[config.mk]
export PLATFORM = sky130hd
export DESIGN_NAME = pipeline_hazard_controller
export DESIGN_NICKNAME = d
export VERILOG_FILES = /design/src/rtl/pipeline_hazard_controller_pkg.sv /design/src/rtl/pipeline_hazard_controller_counter.sv /design/src/rtl/pipeline_hazard_controller.sv
export SDC_FILE = /design/constraint.sdc
export NUM_CORES = 1
export LEC_CHECK = 0
export CORE_UTILIZATION = 39
export DETAILED_ROUTE_END_ITERATION = 7
export HOLD_SLACK_MARGIN = 0.12
export PLACE_DENSITY = 0.69
export SYNTH_ARGS = -nofsm -noshare
export SYNTH_HDL_FRONTEND = slang
export SYNTH_SLANG_ARGS = --single-unit
[constraint.sdc]
create_clock -name clk -period 3 [get_ports clk]
set_input_delay 0.6 -clock clk [delete_from_list [all_inputs] [get_ports clk]]
set_output_delay 0.6 -clock clk [all_outputs]
set_load 0.01 [all_outputs]
[src/rtl/pipeline_hazard_controller_pkg.sv]
// Shared types and constants for the pipeline stall/flush sequencer.
// The control bundle packs every enable/flush so one assignment sets a whole pattern.
package pipeline_hazard_controller_pkg;

   typedef enum logic {
      RUN     = 1'b0,
      MD_WAIT = 1'b1
   } hz_state_e;

   localparam logic [4:0] REG_ZERO            = 5'd0;
   localparam int         DEFAULT_MD_LATENCY  = 4;
   localparam int         DEFAULT_MEM_TIMEOUT = 255;

   typedef struct packed {
      logic pc_en;
      logic ifid_en;
      logic idex_en;
      logic exmem_en;
      logic memwb_en;
      logic ifid_flush;
      logic idex_flush;
      logic exmem_flush;
   } hz_ctrl_t;

   localparam hz_ctrl_t CTRL_ALL_EN = '{pc_en: 1'b1, ifid_en: 1'b1, idex_en: 1'b1,
                                        exmem_en: 1'b1, memwb_en: 1'b1, ifid_flush: 1'b0,
                                        idex_flush: 1'b0, exmem_flush: 1'b0};
   localparam hz_ctrl_t CTRL_FREEZE = '{default: 1'b0};
   // Mult/div holds IF..EX and lets the older instruction drain past a bubble in EX/MEM.
   localparam hz_ctrl_t CTRL_MD_STALL = '{pc_en: 1'b0, ifid_en: 1'b0, idex_en: 1'b0,
                                          exmem_en: 1'b1, memwb_en: 1'b1, ifid_flush: 1'b0,
                                          idex_flush: 1'b0, exmem_flush: 1'b1};

   function automatic logic load_use_hazard(
      input logic       ex_mem_read,
      input logic [4:0] ex_rt,
      input logic [4:0] id_rs,
      input logic [4:0] id_rt,
      input logic       id_uses_rt
   );
      return ex_mem_read && (ex_rt != REG_ZERO) &&
             ((ex_rt == id_rs) || (id_uses_rt && (ex_rt == id_rt)));
   endfunction

endpackage

[src/rtl/pipeline_hazard_controller_counter.sv]
// Saturating up-counter with synchronous clear; holds at all-ones.
module hazard_saturating_counter #(
   parameter int W = 8
) (
   input  logic         clk,
   input  logic         rst_n,
   input  logic         inc_i,
   input  logic         clr_i,
   output logic [W-1:0] count_o
);

   logic [W-1:0] count_q, count_d;

   always_comb begin
      count_d = count_q;
      if (clr_i)
         count_d = '0;
      else if (inc_i && (count_q != '1))
         count_d = count_q + 1'b1;
   end

   always_ff @(posedge clk or negedge rst_n) begin
      if (!rst_n)
         count_q <= '0;
      else
         count_q <= count_d;
   end

   assign count_o = count_q;

endmodule

[src/rtl/pipeline_hazard_controller.sv]
// Stall/flush sequencer for the 5-stage pipeline: load-use, branch/jump,
// multi-cycle mult/div occupancy of EX and data-memory wait states.
module pipeline_hazard_controller
   import pipeline_hazard_controller_pkg::*;
#(
   parameter int MD_LATENCY  = DEFAULT_MD_LATENCY,
   parameter int MEM_TIMEOUT = DEFAULT_MEM_TIMEOUT,
   parameter int CNT_W       = 16
) (
   input  logic             clk,
   input  logic             reset,
   input  logic [4:0]       id_rs,
   input  logic [4:0]       id_rt,
   input  logic             id_uses_rt,
   input  logic             id_jump,
   input  logic             ex_mem_read,
   input  logic [4:0]       ex_rt,
   input  logic             ex_branch_taken,
   input  logic             ex_md_start,
   input  logic             mem_req,
   input  logic             mem_ack,
   output logic             pc_enable,
   output logic             ifid_enable,
   output logic             idex_enable,
   output logic             exmem_enable,
   output logic             memwb_enable,
   output logic             ifid_flush,
   output logic             idex_flush,
   output logic             exmem_flush,
   output logic             md_busy,
   output logic [CNT_W-1:0] stall_count,
   output logic             mem_timeout
);

   localparam int MDC_W = (MD_LATENCY > 2) ? $clog2(MD_LATENCY - 1) : 1;
   localparam int TMR_W = (MEM_TIMEOUT > 1) ? $clog2(MEM_TIMEOUT + 1) : 1;
   localparam logic [MDC_W-1:0] MD_LOAD  = MDC_W'(MD_LATENCY - 2);
   localparam logic [TMR_W-1:0] TMR_LAST = TMR_W'(MEM_TIMEOUT - 1);

   hz_state_e        state_q, state_d;
   logic [MDC_W-1:0] md_cnt_q, md_cnt_d;
   logic             timeout_q, timeout_d;
   logic [TMR_W-1:0] frz_tmr;
   hz_ctrl_t         ctrl, ctrl_out;
   logic             mem_freeze;
   logic             load_use;

   assign mem_freeze = mem_req & ~mem_ack;
   assign load_use   = load_use_hazard(ex_mem_read, ex_rt, id_rs, id_rt, id_uses_rt);

   always_comb begin
      ctrl     = CTRL_ALL_EN;
      state_d  = state_q;
      md_cnt_d = md_cnt_q;
      if (mem_freeze) begin
         // Memory wait wins in every state; MD countdown keeps running underneath.
         ctrl = CTRL_FREEZE;
         if ((state_q == MD_WAIT) && (md_cnt_q != '0))
            md_cnt_d = md_cnt_q - 1'b1;
      end else begin
         unique case (state_q)
            RUN: begin
               if (ex_md_start) begin
                  ctrl     = CTRL_MD_STALL;
                  state_d  = MD_WAIT;
                  md_cnt_d = MD_LOAD;
               end else if (ex_branch_taken) begin
                  ctrl.ifid_flush = 1'b1;
                  ctrl.idex_flush = 1'b1;
               end else if (load_use) begin
                  ctrl.pc_en      = 1'b0;
                  ctrl.ifid_en    = 1'b0;
                  ctrl.idex_flush = 1'b1;
               end else if (id_jump) begin
                  ctrl.ifid_flush = 1'b1;
               end
            end
            MD_WAIT: begin
               if (md_cnt_q != '0) begin
                  ctrl     = CTRL_MD_STALL;
                  md_cnt_d = md_cnt_q - 1'b1;
               end else begin
                  state_d = RUN;
               end
            end
            default: state_d = RUN;
         endcase
      end
   end

   always_ff @(posedge clk or negedge reset) begin
      if (!reset) begin
         state_q  <= RUN;
         md_cnt_q <= '0;
      end else begin
         state_q  <= state_d;
         md_cnt_q <= md_cnt_d;
      end
   end

   // Reset forces the pipeline open so the register instances clear cleanly.
   assign ctrl_out = reset ? ctrl : CTRL_ALL_EN;

   assign pc_enable    = ctrl_out.pc_en;
   assign ifid_enable  = ctrl_out.ifid_en;
   assign idex_enable  = ctrl_out.idex_en;
   assign exmem_enable = ctrl_out.exmem_en;
   assign memwb_enable = ctrl_out.memwb_en;
   assign ifid_flush   = ctrl_out.ifid_flush;
   assign idex_flush   = ctrl_out.idex_flush;
   assign exmem_flush  = ctrl_out.exmem_flush;
   assign md_busy      = reset & (state_q == MD_WAIT);

   hazard_saturating_counter #(.W(CNT_W)) u_stall_cnt (
      .clk     (clk),
      .rst_n   (reset),
      .inc_i   (~pc_enable),
      .clr_i   (1'b0),
      .count_o (stall_count)
   );

   hazard_saturating_counter #(.W(TMR_W)) u_freeze_tmr (
      .clk     (clk),
      .rst_n   (reset),
      .inc_i   (mem_freeze),
      .clr_i   (~mem_freeze),
      .count_o (frz_tmr)
   );

   // Flag rises on the edge where the timer would reach MEM_TIMEOUT.
   assign timeout_d = timeout_q | (mem_freeze & (frz_tmr >= TMR_LAST));

   always_ff @(posedge clk or negedge reset) begin
      if (!reset)
         timeout_q <= 1'b0;
      else
         timeout_q <= timeout_d;
   end

   assign mem_timeout = timeout_q;

endmodule

==> results.yml, run 1 <==
outcome:
  status: "finished, final reports clean"
yosys:
  syn_nets: 199
  syn_avg_cell_area_sq_um: 9.42
  synth_ff_type: "dfrtp_1"
  synth_cell_type_count: 38
  netlist_instances: 171
  synth-seq-area-share_pct: 43.5
  synth_area_leaders: "dfrtp_1 43%, xor2_1 9.2%, xnor2_1 6.0%"
  ys_warn_count: 0
  yosysTopAreaCellShare_pct: 43.5
  synth_area_leader_cell: "dfrtp_1"
  yosys_register_bits: 28
  synth_edf_count: 0
  async_flop_share_pct: 100
  netlist_area_sq_mm: 0.00161
floorplan:
  start_util_pct: 40.6
  die_h_um: 66.3
  io_pins: 50
  dieArea_sq_mm: 0.00439
  rows: 23
  core_sq_mm: 0.00397
  chipWidth_um: 66.3
global_routing:
  grt-ovfl-total: 0
  grt_start_max_net_pins: 23
  grt_use_met2_pct: 29.2
  grt_busiest_layer: "met2"
  gr-usage-met1_pct: 20.8
  antenna_found_initial: 0
  use_met3_pct: 4.48
  grtUsageTotal_pct: 17.2
  grt_pass1_vias: 1363
  grt_pass1_wl_mm: 5.82
pwr:
  power_density_mw_per_mm2: 561
  ir_worst_vdd_mv: 0.354
  leakagePower_nw: 0.974
detailed_routing:
  wl_per_cell_um: 12.9
  drt-total-wl_mm: 3.64
  vias: 1418
  ant_nets: 0
  drt_iter0_drc: 25
  first_pass_iters: 4
  vias_per_cell: 5.01
  drc: 0
timing:
  tightest_slew_ns: 0.367
  fin_ws_ns: 0.0820
  setup_viol: 0
  slew-limit-headroom_pct: 75.3
  fin_crit_sh_pct: 97.3
  worst_hold_slack_ns: 0.485
  fin_skew_ns: 0.00580
  final-hold-violation-count: 0
  finalCriticalPeriod_ns: 2.92
  clock.fmax_ghz: 0.343
  final-max-slew-violation-count: 0
critical_path:
  r2r-end: "u_stall_cnt.count_o[12]$_DFFE_PN0P_"
  cp.required_ns: 2.40
  path_max_fanout: 3
  endpoint_kind: "output port"
  worst_r2r_path_depth: 8
  r2r-start: "state_q$_DFFE_PN0N_"
  cp-start-kind: "input port"
  critPathKind: "input port to output port"
  arrival_ns: 2.32
  r2r_setup_slack_ns: 0.94
job:
  cap_violations: 0
finish:
  fill_cells: 384
  n_antenna_cell: 0
  regArea_sq_um: 701
  multi_input_area_sq_um: 866
  layout-drive-gt1-share_pct: 12.9
  nets: 262
  syn_to_final_growth_pct: 43.1
cts:
  clk_path_buf_depth: 2
  clk_pin_slew_ns: 0.09
  cts_buffers: 3
  clock-sinks: 28
  postCtsHoldBufs: 0
  cts_tree: "done"
  h-tree-depth: 1
  cts_root_buf: "clkbuf_8"
  clk-insertion-delay-late_ns: 0.28
min_path:
  min_to: "mem_timeout$_DFF_PN0_"
  hold_depth: 1
  hold_path.class: "flop to flop"
  holdCritStartpoint: "mem_timeout$_DFF_PN0_"
placement:
  place.gp.congestion: 0.739
  io_buffers: 49
  dp_hpwl_mm: 2.78
  pre_cts_slack_ns: -0.370
==> worst max path at each step <==
stage,slack [ns],startpoint,end
CTS,-0.02,id_rt[2],pc_enable
finish,0.08,id_rt[4],pc_enable
detailed placement,-0.37,ex_rt[1],pc_enable
global placement,-0.32,ex_rt[1],pc_enable
floorplan,0.47,ex_rt[4],pc_enable
global route,-0.004,id_rt[4],ifid_enable
==> layout by cell type, fill, tap and decap left out, types with 4 or more instances in the layout <==
cell type,netlist,layout
a21oi_1,6,5
a31oi_1,4,4
and3_1,5,5
buf_4,2,15
clkdlybuf4s50_1,0,41
dfrtp_1,28,28
dlygate4sd2_1,0,5
ha_1,4,4
inv_1,5,5
nand2_1,15,15
nand3_1,11,11
nand4_1,5,5
nor2_1,15,15
nor3_1,8,8
xnor2_1,11,11
xor2_1,17,17
==> synth_stat cells, drive strengths merged, types with 3 or more instances <==
| cell type | n |
|---|---|
| nand4 | 5 |
| o21ai | 3 |
| inv | 5 |
| a31oi | 4 |
| nand2 | 15 |
| and3 | 5 |
| or3 | 3 |
| a21oi | 6 |
| ha | 4 |
| nor3 | 8 |
| nand3 | 11 |
| nor2b | 3 |
| buf | 4 |
| dfrtp | 28 |
| xor2 | 17 |
| a211oi | 3 |
| xnor2 | 11 |
| nor2 | 15 |
==> critical path, stage by stage <==
cell and delay (ns):
clkdlybuf4s50_1 0.41, xor2_1 0.15, nor4_2 0.26, a32oi_1 0.16
or3_1 0.40, and2_2 0.21, clkbuf_2 0.12
==> registers in the layout, indices dropped and copies added (netlist names) <==
signal                cells
state_q                   1
md_cnt_q                  2
u_stall_cnt.count_o      16
u_freeze_tmr.count_o      8
mem_timeout               1
==> power by group <==
| part | total [W] | leakage (nW) | switching (W) | internal, W |
|---|---|---|---|---|
| Sequential | 0.000535 | 0.360 | 0.0000878 | 0.000447 |
| Clock | 0.000298 | 0.0357 | 0.000119 | 0.000179 |
| Combinational | 0.000462 | 0.579 | 0.000198 | 0.000264 |
==> area by class of cell <==
class	count	share of cell area, %
multi-input combinational	132	37.5
sequential	28	30.4
timing repair buffer	64	25.4
tap	50	2.71
clock buffer	3	1.79
clock inverter	1	1.30
inverter	5	0.814
==> per-stage QoR <==
stage               area, sq um  utilization [%]  total power [W]  cells  TNS (ns)
finish                     2310             58.1          0.00129    283         0
global route               2310             58.1          0.00138    283  -0.00785
CTS                        2300             57.9          0.00131    282   -0.0635
detailed placement         2220             56.0          0.00102    276     -1.35
global placement           2220             56.0          0.00101    276     -1.20
floorplan                  1610                -         0.000779    171         0
==> repair_timing <==
item	4_1_cts	5_1_grt
setup buffers	2	1
pin swaps	4	4
endpoints found under the setup margin	4	4
resized for setup	8	7
==> cells by family (layout without fill, tap and decap cells) <==
logic type | after synthesis | after routing | synth area share (%)
xor gates and xnor gates | 28 | 28 | 15.2
DFF | 28 | 28 | 43.5
AOI/OAI and AO/OA | 22 | 22 | 9.47
muxes | 2 | 2 | 1.40
adders and majority gates | 4 | 4 | 3.11
buffers and inverters | 11 | 73 | 3.18
and+or+nand+nor | 76 | 76 | 24.1
==> per-layer routing <==
layer | wire length (um) | share of wire, % | up-vias
met5 | 0 | 0 | -
met4 | 60 | 1.6 | 0
met3 | 309 | 8.5 | 5
met2 | 1690 | 46 | 42
met1 | 1580 | 43 | 651
li1 | - | - | 720
No activity file was read; power rests on OpenSTA's default activity.
==> inputs of run 2 (changes only) <==
- ABC_CLOCK_PERIOD_IN_PS: not set -> 3100
- clock period: 3 -> 3.1 ns (I/O delays scaled with it)
==> results.yml, run 2 (synthesized netlist as in run 1, its figures left out) <==
critical_path:
  cp.required_ns: 2.48
  r2r-start: "md_cnt_q[0]$_DFFE_PN0P_"
  crit_start: "id_rt[4]"
  path_max_fanout: 2
  r2r_setup_slack_ns: 1.11
  cp_slowest_stage_delay_ns: 0.41
  critPathKind: "input port to output port"
  path_depth: 8
  worst_r2r_path_depth: 9
  arrival_ns: 2.42
  cp_cell_sequence: "clkdlybuf4s50_1 > xor2_1 > nor4_2 > a32oi_1 > buf_4 > or3_4 > and2_4 > buf_2"
  endpoint_kind: "output port"
  slowest_stage: "clkdlybuf4s50_1"
  endpoint: "pc_enable"
  crit_family: "simple AND/OR/NAND/NOR gates"
  cp-start-kind: "input port"
  r2r-end: "u_stall_cnt.count_o[10]$_DFFE_PN0P_"
  path_buf_inv: 3
timing:
  fin_crit_sh_pct: 98.1
  finalCriticalPeriod_ns: 3.04
  worst_hold_slack_ns: 0.468
  final-max-slew-violation-count: 0
  setup_viol: 0
  slew-limit-headroom_pct: 75.4
  final-hold-violation-count: 0
  tns_ns: 0
  rsz0062_at_grt: "no"
  fin_skew_ns: 0.00169
  clock.fmax_ghz: 0.329
  tightest_slew_ns: 0.366
pwr:
  power_density_mw_per_mm2: 510
  ir_worst_vdd_mv: 0.388
  leakagePower_nw: 0.966
detailed_routing:
  vias_per_cell: 5.00
  drc: 0
  wl_per_cell_um: 12.7
  vias: 1399
  drt-total-wl_mm: 3.55
  drt_iter0_drc: 44
  first_pass_iters: 4
  ant_nets: 0
outcome:
  status: "finished, final reports clean"
finish:
  syn_to_final_growth_pct: 41.1
  mostFrequentLayoutCells: "41 x clkdlybuf4s50_1, 28 x dfrtp_1, 17 x xor2_1"
  final_area_sq_mm: 0.00227
  layout-drive-gt1-share_pct: 12.6
  fin_cells: 280
  regArea_sq_um: 701
  final_core_util_pct: 57.2
  n_antenna_cell: 0
  fill_cells: 368
  multi_input_area_sq_um: 876
  layout_commonest_cell: "clkdlybuf4s50_1"
  largest_reg_flops: 16
  nets: 260
global_routing:
  grtUsageTotal_pct: 17.2
  grt-ovfl-total: 0
  grt_start_max_net_pins: 22
  grt_pass1_vias: 1347
  grt_pass1_wl_mm: 5.78
  antenna_found_initial: 0
cts:
  clk_pin_slew_ns: 0.09
  clk_path_buf_depth: 2
  cts_root_buf: "clkbuf_8"
  h-tree-depth: 1
  clock-sinks: 28
  clk-insertion-delay-late_ns: 0.27
  cts_buffers: 3
  cts_tree: "done"
  postCtsHoldBufs: 0
min_path:
  hold_path.class: "flop to flop"
job:
  cap_violations: 0
floorplan:
  rows: 23
  core_sq_mm: 0.00397
  dieArea_sq_mm: 0.00439
  die_h_um: 66.3
  io_pins: 50
  start_util_pct: 40.6
  chipWidth_um: 66.3
placement:
  place_inst: 275
  place_area_sq_mm: 0.00221
  io_buffers: 49
  place.gp.congestion: 0.774
  dp_hpwl_mm: 2.71
run 2: power by group:
| group | total, W | internal, W | switching (W) |
|---|---|---|---|
| combinational | 0.000451 | 0.000258 | 0.000193 |
| clock | 0.000191 | 0.0000873 | 0.000104 |
| sequential | 0.000517 | 0.000433 | 0.0000842 |
run 2: stage by stage:
step | total power, W | worst slack (ns)
finish | 0.00116 | 0.0591
global route | 0.00125 | 0.00275
CTS | 0.00117 | 0.0219
detailed placement | 0.000985 | -0.346
global placement | 0.000977 | -0.265
floorplan | 0.000754 | 0.531
run 2: area by class of cell:
type	count	area share [%]
well taps	50	2.75
clock buffers	3	1.82
multi-input cells	132	38.5
repair buffers	62	25.3
flip-flops and latches	28	30.8
inverters	5	0.826
run 2: worst reg2reg max path, stage by stage (launching register included):
cell and delay (ns):
dfrtp_1 0.40, inv_1 0.06, ha_1 0.21, nor2b_1 0.10, o31ai_2 0.27, buf_4 0.17, nor2_1 0.04, o21ba_2 0.38
nor3_1 0.09, xor2_1 0.15
run 2: what timing repair did:
item / CTS / global route
pin swaps: 3 / 2
gates cloned: 0 / 0
gates resized for setup: 14 / 5
hold endpoints to repair: 0 / 0
setup endpoints to repair: 4 / 4
setup buffers: 2 / 0
run 2: routing by layer:
metal  global-route usage [%]  wire (um)  up-vias
li1                         -          -      708
met1                     20.9       1580      648
met2                     29.5       1640       38
met3                     3.79        275        5
met4                     6.38         57        0
met5                        0          0        -
run 2: worst min path at each step:
stage / from / endpoint / slack (ns) / cells past startpoint
final: md_cnt_q[0]$_DFFE_PN0P_ / md_cnt_q[0]$_DFFE_PN0P_ / 0.47 / 1
after global routing: md_cnt_q[0]$_DFFE_PN0P_ / md_cnt_q[0]$_DFFE_PN0P_ / 0.50 / 1
after CTS: md_cnt_q[0]$_DFFE_PN0P_ / md_cnt_q[0]$_DFFE_PN0P_ / 0.47 / 1
after detailed placement: md_cnt_q[0]$_DFFE_PN0P_ / md_cnt_q[0]$_DFFE_PN0P_ / 0.46 / 1
after global placement: md_cnt_q[0]$_DFFE_PN0P_ / md_cnt_q[0]$_DFFE_PN0P_ / 0.46 / 1
after floorplan: reset / md_cnt_q[0]$_DFFE_PN0P_ / 0.32 / 0
